$ cat src/rtl/fpu_issue_pkg.sv
// Shared types and constants for the FPU issue sequencer.
//   - fpu_issue_state_e : sequencer FSM states
//   - fpu_req_t         : one queued request (opcode, rounding mode, operands, tag)
//   - FPUOP_*           : opcode values used by callers and the bench
//   - is_cmp_op()       : selects which FPU valid completes an op
// The request struct fields are sized by the REQ_* constants below. The top
// level's OP_W/RM_W/TAG_W parameters must keep the same values.
package fpu_issue_pkg;

    localparam int REQ_OP_W  = 8;
    localparam int REQ_RM_W  = 2;
    localparam int REQ_TAG_W = 4;

    localparam logic [REQ_OP_W-1:0] FPUOP_ADD  = 8'h00;
    localparam logic [REQ_OP_W-1:0] FPUOP_SUB  = 8'h01;
    localparam logic [REQ_OP_W-1:0] FPUOP_MUL  = 8'h02;
    localparam logic [REQ_OP_W-1:0] FPUOP_DIV  = 8'h03;
    localparam logic [REQ_OP_W-1:0] FPUOP_SFEQ = 8'h08;

    typedef enum logic [2:0] {
        IDLE,
        DECODE,
        EXEC,
        WAIT,
        RESP,
        FLUSH
    } fpu_issue_state_e;

    typedef struct packed {
        logic [REQ_OP_W-1:0]  op;
        logic [REQ_RM_W-1:0]  rm;
        logic [31:0]          a;
        logic [31:0]          b;
        logic [REQ_TAG_W-1:0] tag;
    } fpu_req_t;

    // Compare opcodes (sfeq, sfne, ...) all have bit 3 set; they finish on
    // the FPU compare valid instead of the arithmetic valid.
    function automatic logic is_cmp_op(input logic [REQ_OP_W-1:0] op);
        return op[3];
    endfunction

endpackage

$ cat src/rtl/fpu_issue_fifo.sv
// Synchronous request FIFO for the FPU issue sequencer.
// Ports:
//   clk, reset_n   clock, synchronous active-low reset (empties the FIFO)
//   push, wdata    write a request; ignored while full
//   pop            drop the head entry; ignored while empty
//   rdata          current head entry (valid when !empty)
//   full, empty    registered-count status flags
// DEPTH must be a power of two so that the pointers wrap naturally.
module fpu_issue_fifo
    import fpu_issue_pkg::*;
#(
    parameter int DEPTH = 4
) (
    input  logic     clk,
    input  logic     reset_n,
    input  logic     push,
    input  fpu_req_t wdata,
    input  logic     pop,
    output fpu_req_t rdata,
    output logic     full,
    output logic     empty
);

    localparam int PTR_W = (DEPTH > 1) ? $clog2(DEPTH) : 1;
    localparam int CNT_W = PTR_W + 1;

    fpu_req_t         mem [DEPTH];
    logic [PTR_W-1:0] wr_ptr;
    logic [PTR_W-1:0] rd_ptr;
    logic [CNT_W-1:0] count;
    logic             do_push;
    logic             do_pop;

    assign full    = (count == CNT_W'(DEPTH));
    assign empty   = (count == '0);
    assign do_push = push && !full;
    assign do_pop  = pop && !empty;
    assign rdata   = mem[rd_ptr];

    always_ff @(posedge clk) begin
        if (do_push) begin
            mem[wr_ptr] <= wdata;
        end
    end

    always_ff @(posedge clk) begin
        if (!reset_n) begin
            wr_ptr <= '0;
            rd_ptr <= '0;
            count  <= '0;
        end else begin
            if (do_push) begin
                wr_ptr <= wr_ptr + PTR_W'(1);
            end
            if (do_pop) begin
                rd_ptr <= rd_ptr + PTR_W'(1);
            end
            case ({do_push, do_pop})
                2'b10:   count <= count + CNT_W'(1);
                2'b01:   count <= count - CNT_W'(1);
                default: count <= count;
            endcase
        end
    end

endmodule

$ cat src/rtl/fpu_issue_ctrl.sv
// Issue sequencer in front of the mor1kx FPU. Requests are queued in a small
// FIFO and sent to the FPU one at a time using its decode/execute/flush
// protocol. The sequencer then waits for the matching valid, or for a timeout,
// and returns a tagged response.
// Ports:
//   clk, reset_n                 clock, synchronous active-low reset
//   req_*                        request valid/ready plus opcode, rm, operands, tag
//   abort                        drop the in-flight op (DECODE/EXEC/WAIT only)
//   fpu_flush/decode/execute     registered one-cycle strobes to the FPU
//   fpu_op/rm/opa/opb            held operands of the in-flight op
//   fpu_out, fpu_valid_arith,
//   fpu_cmp, fpu_valid_cmp,
//   fpu_fpcsr                    FPU results and flags
//   rsp_*                        response valid/ready plus captured payload
//   busy                         FSM active or requests still queued
//   perf_*                       saturating performance counters
// Build option: define FPU_ISSUE_PERF_EN to build the perf counters. Without
// it the perf ports are tied to zero.
//
// state  | meaning
// -------+------------------------------------------------------------
// IDLE   | waiting for a queued request; pops the head when one exists
// DECODE | fpu_decode high for this cycle
// EXEC   | fpu_execute high for this cycle; the timeout counter loads
// WAIT   | waiting for the matching FPU valid or the timeout
// RESP   | rsp_valid high, payload held until rsp_ready
// FLUSH  | fpu_flush high for this cycle, then back to IDLE
module fpu_issue_ctrl
    import fpu_issue_pkg::*;
#(
    parameter int FIFO_DEPTH = 4,
    parameter int OP_W       = 8,
    parameter int RM_W       = 2,
    parameter int FPCSR_W    = 12,
    parameter int TAG_W      = 4,
    parameter int TIMEOUT    = 64
) (
    input  logic               clk,
    input  logic               reset_n,
    input  logic               req_valid,
    output logic               req_ready,
    input  logic [OP_W-1:0]    req_op,
    input  logic [RM_W-1:0]    req_rm,
    input  logic [31:0]        req_a,
    input  logic [31:0]        req_b,
    input  logic [TAG_W-1:0]   req_tag,
    input  logic               abort,
    output logic               fpu_flush,
    output logic               fpu_decode,
    output logic               fpu_execute,
    output logic [OP_W-1:0]    fpu_op,
    output logic [RM_W-1:0]    fpu_rm,
    output logic [31:0]        fpu_opa,
    output logic [31:0]        fpu_opb,
    input  logic [31:0]        fpu_out,
    input  logic               fpu_valid_arith,
    input  logic               fpu_cmp,
    input  logic               fpu_valid_cmp,
    input  logic [FPCSR_W-1:0] fpu_fpcsr,
    output logic               rsp_valid,
    input  logic               rsp_ready,
    output logic [31:0]        rsp_result,
    output logic               rsp_cmp,
    output logic [FPCSR_W-1:0] rsp_flags,
    output logic [TAG_W-1:0]   rsp_tag,
    output logic               rsp_timeout,
    output logic               busy,
    output logic [31:0]        perf_issued,
    output logic [31:0]        perf_timeouts,
    output logic [31:0]        perf_wait_cycles
);

    localparam int CNT_W = $clog2(TIMEOUT + 1);
    // The counter counts down from TIMEOUT-1, so it reaches zero in WAIT
    // cycle number TIMEOUT.
    localparam logic [CNT_W-1:0] WAIT_LOAD = CNT_W'(TIMEOUT - 1);

    fpu_issue_state_e state;
    fpu_issue_state_e next_state;

    fpu_req_t         push_req;
    fpu_req_t         head_req;
    logic             fifo_full;
    logic             fifo_empty;
    logic             pop;

    logic [TAG_W-1:0] tag_q;
    logic             is_cmp_q;
    logic [CNT_W-1:0] wait_cnt;
    logic             op_hit;
    logic             capture;
    logic             timed_out;

    assign push_req  = '{op: req_op, rm: req_rm, a: req_a, b: req_b, tag: req_tag};
    assign req_ready = !fifo_full;

    fpu_issue_fifo #(
        .DEPTH (FIFO_DEPTH)
    ) u_fifo (
        .clk     (clk),
        .reset_n (reset_n),
        .push    (req_valid && req_ready),
        .wdata   (push_req),
        .pop     (pop),
        .rdata   (head_req),
        .full    (fifo_full),
        .empty   (fifo_empty)
    );

    // Only the valid that matches the op type completes it. The other valid
    // is ignored.
    assign op_hit    = is_cmp_q ? fpu_valid_cmp : fpu_valid_arith;
    assign rsp_valid = (state == RESP);
    assign busy      = (state != IDLE) || !fifo_empty;

    always_comb begin
        next_state = state;
        pop        = 1'b0;
        capture    = 1'b0;
        timed_out  = 1'b0;
        case (state)
            IDLE: begin
                if (!fifo_empty) begin
                    pop        = 1'b1;
                    next_state = DECODE;
                end
            end
            DECODE: next_state = abort ? FLUSH : EXEC;
            EXEC:   next_state = abort ? FLUSH : WAIT;
            WAIT: begin
                if (abort) begin
                    next_state = FLUSH;
                end else if (op_hit) begin
                    capture    = 1'b1;
                    next_state = RESP;
                end else if (wait_cnt == '0) begin
                    capture    = 1'b1;
                    timed_out  = 1'b1;
                    next_state = RESP;
                end
            end
            RESP: begin
                if (rsp_ready) begin
                    next_state = FLUSH;
                end
            end
            FLUSH:   next_state = IDLE;
            default: next_state = IDLE;
        endcase
    end

    always_ff @(posedge clk) begin
        if (!reset_n) begin
            state       <= IDLE;
            fpu_decode  <= 1'b0;
            fpu_execute <= 1'b0;
            fpu_flush   <= 1'b0;
            fpu_op      <= '0;
            fpu_rm      <= '0;
            fpu_opa     <= '0;
            fpu_opb     <= '0;
            tag_q       <= '0;
            is_cmp_q    <= 1'b0;
            wait_cnt    <= '0;
            rsp_result  <= '0;
            rsp_cmp     <= 1'b0;
            rsp_flags   <= '0;
            rsp_tag     <= '0;
            rsp_timeout <= 1'b0;
        end else begin
            state       <= next_state;
            fpu_decode  <= (next_state == DECODE);
            fpu_execute <= (next_state == EXEC);
            fpu_flush   <= (next_state == FLUSH);

            if (pop) begin
                fpu_op   <= head_req.op;
                fpu_rm   <= head_req.rm;
                fpu_opa  <= head_req.a;
                fpu_opb  <= head_req.b;
                tag_q    <= head_req.tag;
                is_cmp_q <= is_cmp_op(head_req.op);
            end

            if (state == EXEC) begin
                wait_cnt <= WAIT_LOAD;
            end else if ((state == WAIT) && (wait_cnt != '0)) begin
                wait_cnt <= wait_cnt - CNT_W'(1);
            end

            if (capture) begin
                rsp_tag     <= tag_q;
                rsp_timeout <= timed_out;
                if (timed_out) begin
                    rsp_result <= '0;
                    rsp_cmp    <= 1'b0;
                    rsp_flags  <= '0;
                end else if (is_cmp_q) begin
                    rsp_result <= '0;
                    rsp_cmp    <= fpu_cmp;
                    rsp_flags  <= fpu_fpcsr;
                end else begin
                    rsp_result <= fpu_out;
                    rsp_cmp    <= 1'b0;
                    rsp_flags  <= fpu_fpcsr;
                end
            end
        end
    end

`ifdef FPU_ISSUE_PERF_EN
    logic [31:0] issued_q;
    logic [31:0] timeouts_q;
    logic [31:0] wait_cycles_q;

    always_ff @(posedge clk) begin
        if (!reset_n) begin
            issued_q      <= '0;
            timeouts_q    <= '0;
            wait_cycles_q <= '0;
        end else begin
            if ((state == IDLE) && (next_state == DECODE) && (issued_q != '1)) begin
                issued_q <= issued_q + 32'd1;
            end
            if (timed_out && (timeouts_q != '1)) begin
                timeouts_q <= timeouts_q + 32'd1;
            end
            if ((state == WAIT) && (wait_cycles_q != '1)) begin
                wait_cycles_q <= wait_cycles_q + 32'd1;
            end
        end
    end

    assign perf_issued      = issued_q;
    assign perf_timeouts    = timeouts_q;
    assign perf_wait_cycles = wait_cycles_q;
`else
    assign perf_issued      = '0;
    assign perf_timeouts    = '0;
    assign perf_wait_cycles = '0;
`endif

endmodule
$ cat config.mk
export PLATFORM = sky130hd
export DESIGN_NAME = fpu_issue_ctrl
export DESIGN_NICKNAME = d
export VERILOG_FILES = /design/src/rtl/fpu_issue_pkg.sv /design/src/rtl/fpu_issue_fifo.sv /design/src/rtl/fpu_issue_ctrl.sv
export SDC_FILE = /design/constraint.sdc
export NUM_CORES = 1
export LEC_CHECK = 0
export CAP_MARGIN = 10
export CORE_MARGIN = 4
export CORE_UTILIZATION = 51
export CTS_CLUSTER_SIZE = 20
export DETAILED_ROUTE_END_ITERATION = 8
export PLACE_DENSITY = 0.8
export SLEW_MARGIN = 20
export SYNTH_ARGS = -nofsm -noshare
export SYNTH_HDL_FRONTEND = slang
export SYNTH_SLANG_ARGS = --single-unit
$ cat constraint.sdc
create_clock -name clk -period 3.7 [get_ports clk]
set_input_delay 0.925 -clock clk [delete_from_list [all_inputs] [get_ports clk]]
set_output_delay 0.925 -clock clk [all_outputs]
set_load 0.05 [all_outputs]
==> impl_results.md <==
* Outcome: finished, final reports clean
* Final HPWL from detailed placement at 25100 µm
* Data required, critical path at 2.77 ns
* Count of endpoints failing hold in the final timing report at 0
* Bufs and invs on worst path at 1
* Setup tns final at 0 ns
* Clk_lat worst skew at 0.57 ns
* Actual transition at the worst max-transition pin at 1.06 ns
* Power density cells at 764 mW/mm²
* H-tree lvl count at 2
* HP Class: register to register
* DR WL/cell at 21.5 µm
* Detailed Routing Iterations Pass 1 at 5
* Peak supply drop at 0.667 mV
* Worst Skew at 0.0199 ns
* Initial drt markers at 534
* Max Fclk at 302 MHz
* Sw Ratio at 35.2%
* Clock Path Buffers at 3
* Remaining antenna violation count at 0
* Initial antenna violation count at 0
* Number of flops mapped to enable cells by yosys at 312
* Relative area change from synthesis to final layout at 24.6%
* Fraction of power consumed by sequential logic at 41.1%
* Clock share of power at 27.5%
* Die Area at 0.0370 mm²
* Summed area of non-filler cells in the final layout at 0.0216 mm²
* Die Span X at 192 µm
* Average cell area after synthesis at 15.7 µm²
* Kind of start point of the critical path: register
* Boundary pin count at 356
* Maximum number of pins on one net before global-route repair at 95
* Sink Count at 462
* Most used flip-flop cell after synthesis: sky130_fd_sc_hd__edfxtp_1
* Sequential area share after synthesis at 71.3%
* Family of cells with the greatest summed delay on the critical path: buffers and inverters
* Ratio of cells with drive above 1 in the final layout at 12.7%
* Global-route congestion overflow total at 0
* Max-slew violation total from the final report at 0
* Min-Delay Startpoint: fpu_opb[22]
* Cells resized by post-CTS repair at 0
* Post-placement setup slack at 0.707 ns
* Placed Instances at 1768
* Final worst-path cycle share at 89.6%
* Worst setup path category: register to primary output
* Post-route setup slack at 0.384 ns
* Crit-path max cell delay at 0.76 ns
* Standard cell area after detailed placement at 0.0201 mm²
* Yosys top cell area share at 54.0%
* Vias after detailed routing at 9821
* Cell area after synthesis at 0.0174 mm²
* Comb power frac at 31.5%
* GRT Util Overall at 21.2%
* Floorplan die height at 192 µm
* Post-detailed-route DRC marker count at 0
* Critical Path, Cell by Cell: nor3_1 > nand2_1 > clkdlybuf4s50_1
* Worst Setup SP: state[0]
* Ys Warns at 0
* RSZ-0062 raised after global routing: false
* Most area-hungry cell type in the Yosys netlist: sky130_fd_sc_hd__edfxtp_1
* Clock transition at the register clock pins on the worst setup and hold paths after CTS at 0.06 ns
* Number of core rows at 67
* Starting density of the core at 51.8%
* Final cell count without fillers at 1854
* CTS tree: yes
* Slowest library cell on the worst path: sky130_fd_sc_hd__clkdlybuf4s50_1
* Number of global-route vias before repair at 10113
* Final critical delay including setup and external delays at 3.32 ns
* TritonCTS buffer count at 46
* Diode count at 0
* Mapped Cells at 1103
* Port Buffer Count at 259
* # nets final at 1506
* Wire length reported by the detailed router at 39800 µm
* FF+latch count, synth at 462
* Internal power contribution at 10.7 mW
* Worst-case hold slack at 0.451 ns
* Via count normalized by instance count at 5.30
* Switching power summed over all nets at 5.83 mW
* Worst slew slack as a fraction of its limit at 29.4%
* Global-route wire length before repair at 59300 µm
* Asr flop ratio synth at 0%
* CP Data Arrival Time at 2.39 ns
* Number of setup violations in the final report at 0
* Max FO, Critical Path at 10
* Hold buffer count at cts at 0
* CTS Root Cell: sky130_fd_sc_hd__clkbuf_16
* Setup slack of the most critical reg-to-reg path at 1.26 ns
* Dominant cells by area after synthesis: sky130_fd_sc_hd__edfxtp_1 (54%), sky130_fd_sc_hd__dfxtp_1 (17%), sky130_fd_sc_hd__mux4_2 (10%), sky130_fd_sc_hd__buf_4 (4.2%), sky130_fd_sc_hd__nand2_1 (3.7%)
* Maximum Capacitance Violations at 0
* RD Place Congestion at 0.799
* Leakage power figure at 7.38 nW
* R2R Path Start: u_fifo.count[2]
* Critical Path End Type: primary output
* Post-synthesis cell type count at 54
* Total core area at 0.0335 mm²
* Post CTS Setup Buffer Count at 0
## metal layers
metal  global-route usage (%)  wire length, µm  vias to the layer above
met5                        0                0                        -
met4                     7.54             1210                        0
met3                     4.72             2880                       64
met2                     37.5            20700                      407
met1                     25.9            15000                     4894
li1                         -                -                     4456
## synthesized netlist by cell type, types with 3 or more instances
cell type                    n
sky130_fd_sc_hd__a211oi_1    3
sky130_fd_sc_hd__a21oi_1    85
sky130_fd_sc_hd__a22o_1     44
sky130_fd_sc_hd__and3_1      5
sky130_fd_sc_hd__buf_2      29
sky130_fd_sc_hd__buf_4      98
sky130_fd_sc_hd__clkbuf_1   25
sky130_fd_sc_hd__dfxtp_1   150
sky130_fd_sc_hd__edfxtp_1  312
sky130_fd_sc_hd__ha_1        7
sky130_fd_sc_hd__inv_1       8
sky130_fd_sc_hd__mux2i_1     7
sky130_fd_sc_hd__mux4_2     78
sky130_fd_sc_hd__nand2_1   170
sky130_fd_sc_hd__nor2_1     17
sky130_fd_sc_hd__nor3_1     11
sky130_fd_sc_hd__o21a_1      4
sky130_fd_sc_hd__or3_1       5
sky130_fd_sc_hd__xnor2_1     4
sky130_fd_sc_hd__xor2_1      3
## metrics by stage
step           utilization, %  total power [mW]
4_1_cts                  64.5              16.7
2_1_floorplan               -              10.5
6_report                 64.5              16.5
5_1_grt                  64.5              17.3
3_5_place_dp             60.0              12.1
3_3_place_gp             60.0              12.0
## cells by family (layout without fill, tap and decap cells)
| family | Yosys count | in the layout | share of synthesized area [%] |
|---|---|---|---|
| AOI/OAI and AO/OA | 150 | 150 | 5.65 |
| muxes | 85 | 85 | 10.5 |
| and+or+nand+nor | 225 | 225 | 5.60 |
| adders and majority gates | 8 | 8 | 0.620 |
| buffers and inverters | 165 | 373 | 5.94 |
| xor gates and xnor gates | 7 | 7 | 0.353 |
| other | 1 | 96 | 0.0216 |
| DFF | 462 | 462 | 71.3 |
## path summary, 6_finish.rpt
check                    endpoint  cells past startpoint
setup / recovery             busy                      3
hold / removal        fpu_opb[22]                      2
setup reg to reg  u_fifo.count[2]                      9
hold reg to reg       fpu_opb[22]                      2
## worst min-delay path, delay by kind of cell, from the launching register on
kind               cells  cell delay, ns
DFF                    1            0.30
and+or+nand+nor        1            0.05
AOI/OAI and AO/OA      1            0.05
## power by group through the flow
stage | sequential (mW) | clock (mW) | combinational, mW
floorplan | 7.91 | 0 | 2.55
global placement | 6.85 | 0 | 5.18
detailed placement | 6.90 | 0 | 5.25
CTS | 6.80 | 4.65 | 5.28
global route | 6.87 | 4.86 | 5.57
finish | 6.79 | 4.54 | 5.20
## placed cells by master, fill, tap and decap left out, types with 5 or more instances in the layout
cell type,n
sky130_fd_sc_hd__or3_1,5
sky130_fd_sc_hd__mux2i_1,7
sky130_fd_sc_hd__buf_4,12
sky130_fd_sc_hd__clkbuf_16,46
sky130_fd_sc_hd__ha_1,7
sky130_fd_sc_hd__clkbuf_1,16
sky130_fd_sc_hd__a21oi_1,85
sky130_fd_sc_hd__clkdlybuf4s50_1,259
sky130_fd_sc_hd__inv_1,8
sky130_fd_sc_hd__a22o_1,44
sky130_fd_sc_hd__nor2_1,17
sky130_fd_sc_hd__nand2_1,169
sky130_fd_sc_hd__clkinv_2,8
sky130_fd_sc_hd__nor3_1,11
sky130_fd_sc_hd__buf_12,6
sky130_fd_sc_hd__dfxtp_1,148
sky130_fd_sc_hd__conb_1,96
sky130_fd_sc_hd__edfxtp_1,312
sky130_fd_sc_hd__mux4_2,78
## final cells by class
cell class                      instances  area [µm²]
Clock buffer                           65        1250
Timing Repair Buffer                  277        2800
Multi-Input combinational cell        571        4350
Clock inverter                         21         239
Tap cell                              448         561
Fill cell                            2363       11900
Sequential cell                       462       12400
Inverter                               10        41.3
## state kept, by name, summed over array words and instances (netlist names), 3 cells and up, named ones only
name / cells
u_fifo.count: 3
fpu_opa: 32
rsp_result: 32
fpu_opb: 32
tag_q: 4
wait_cnt: 7
state: 3
fpu_op: 8
u_fifo.mem: 312
rsp_flags: 12
rsp_tag: 4
No activity file was read; power rests on OpenSTA's default activity.
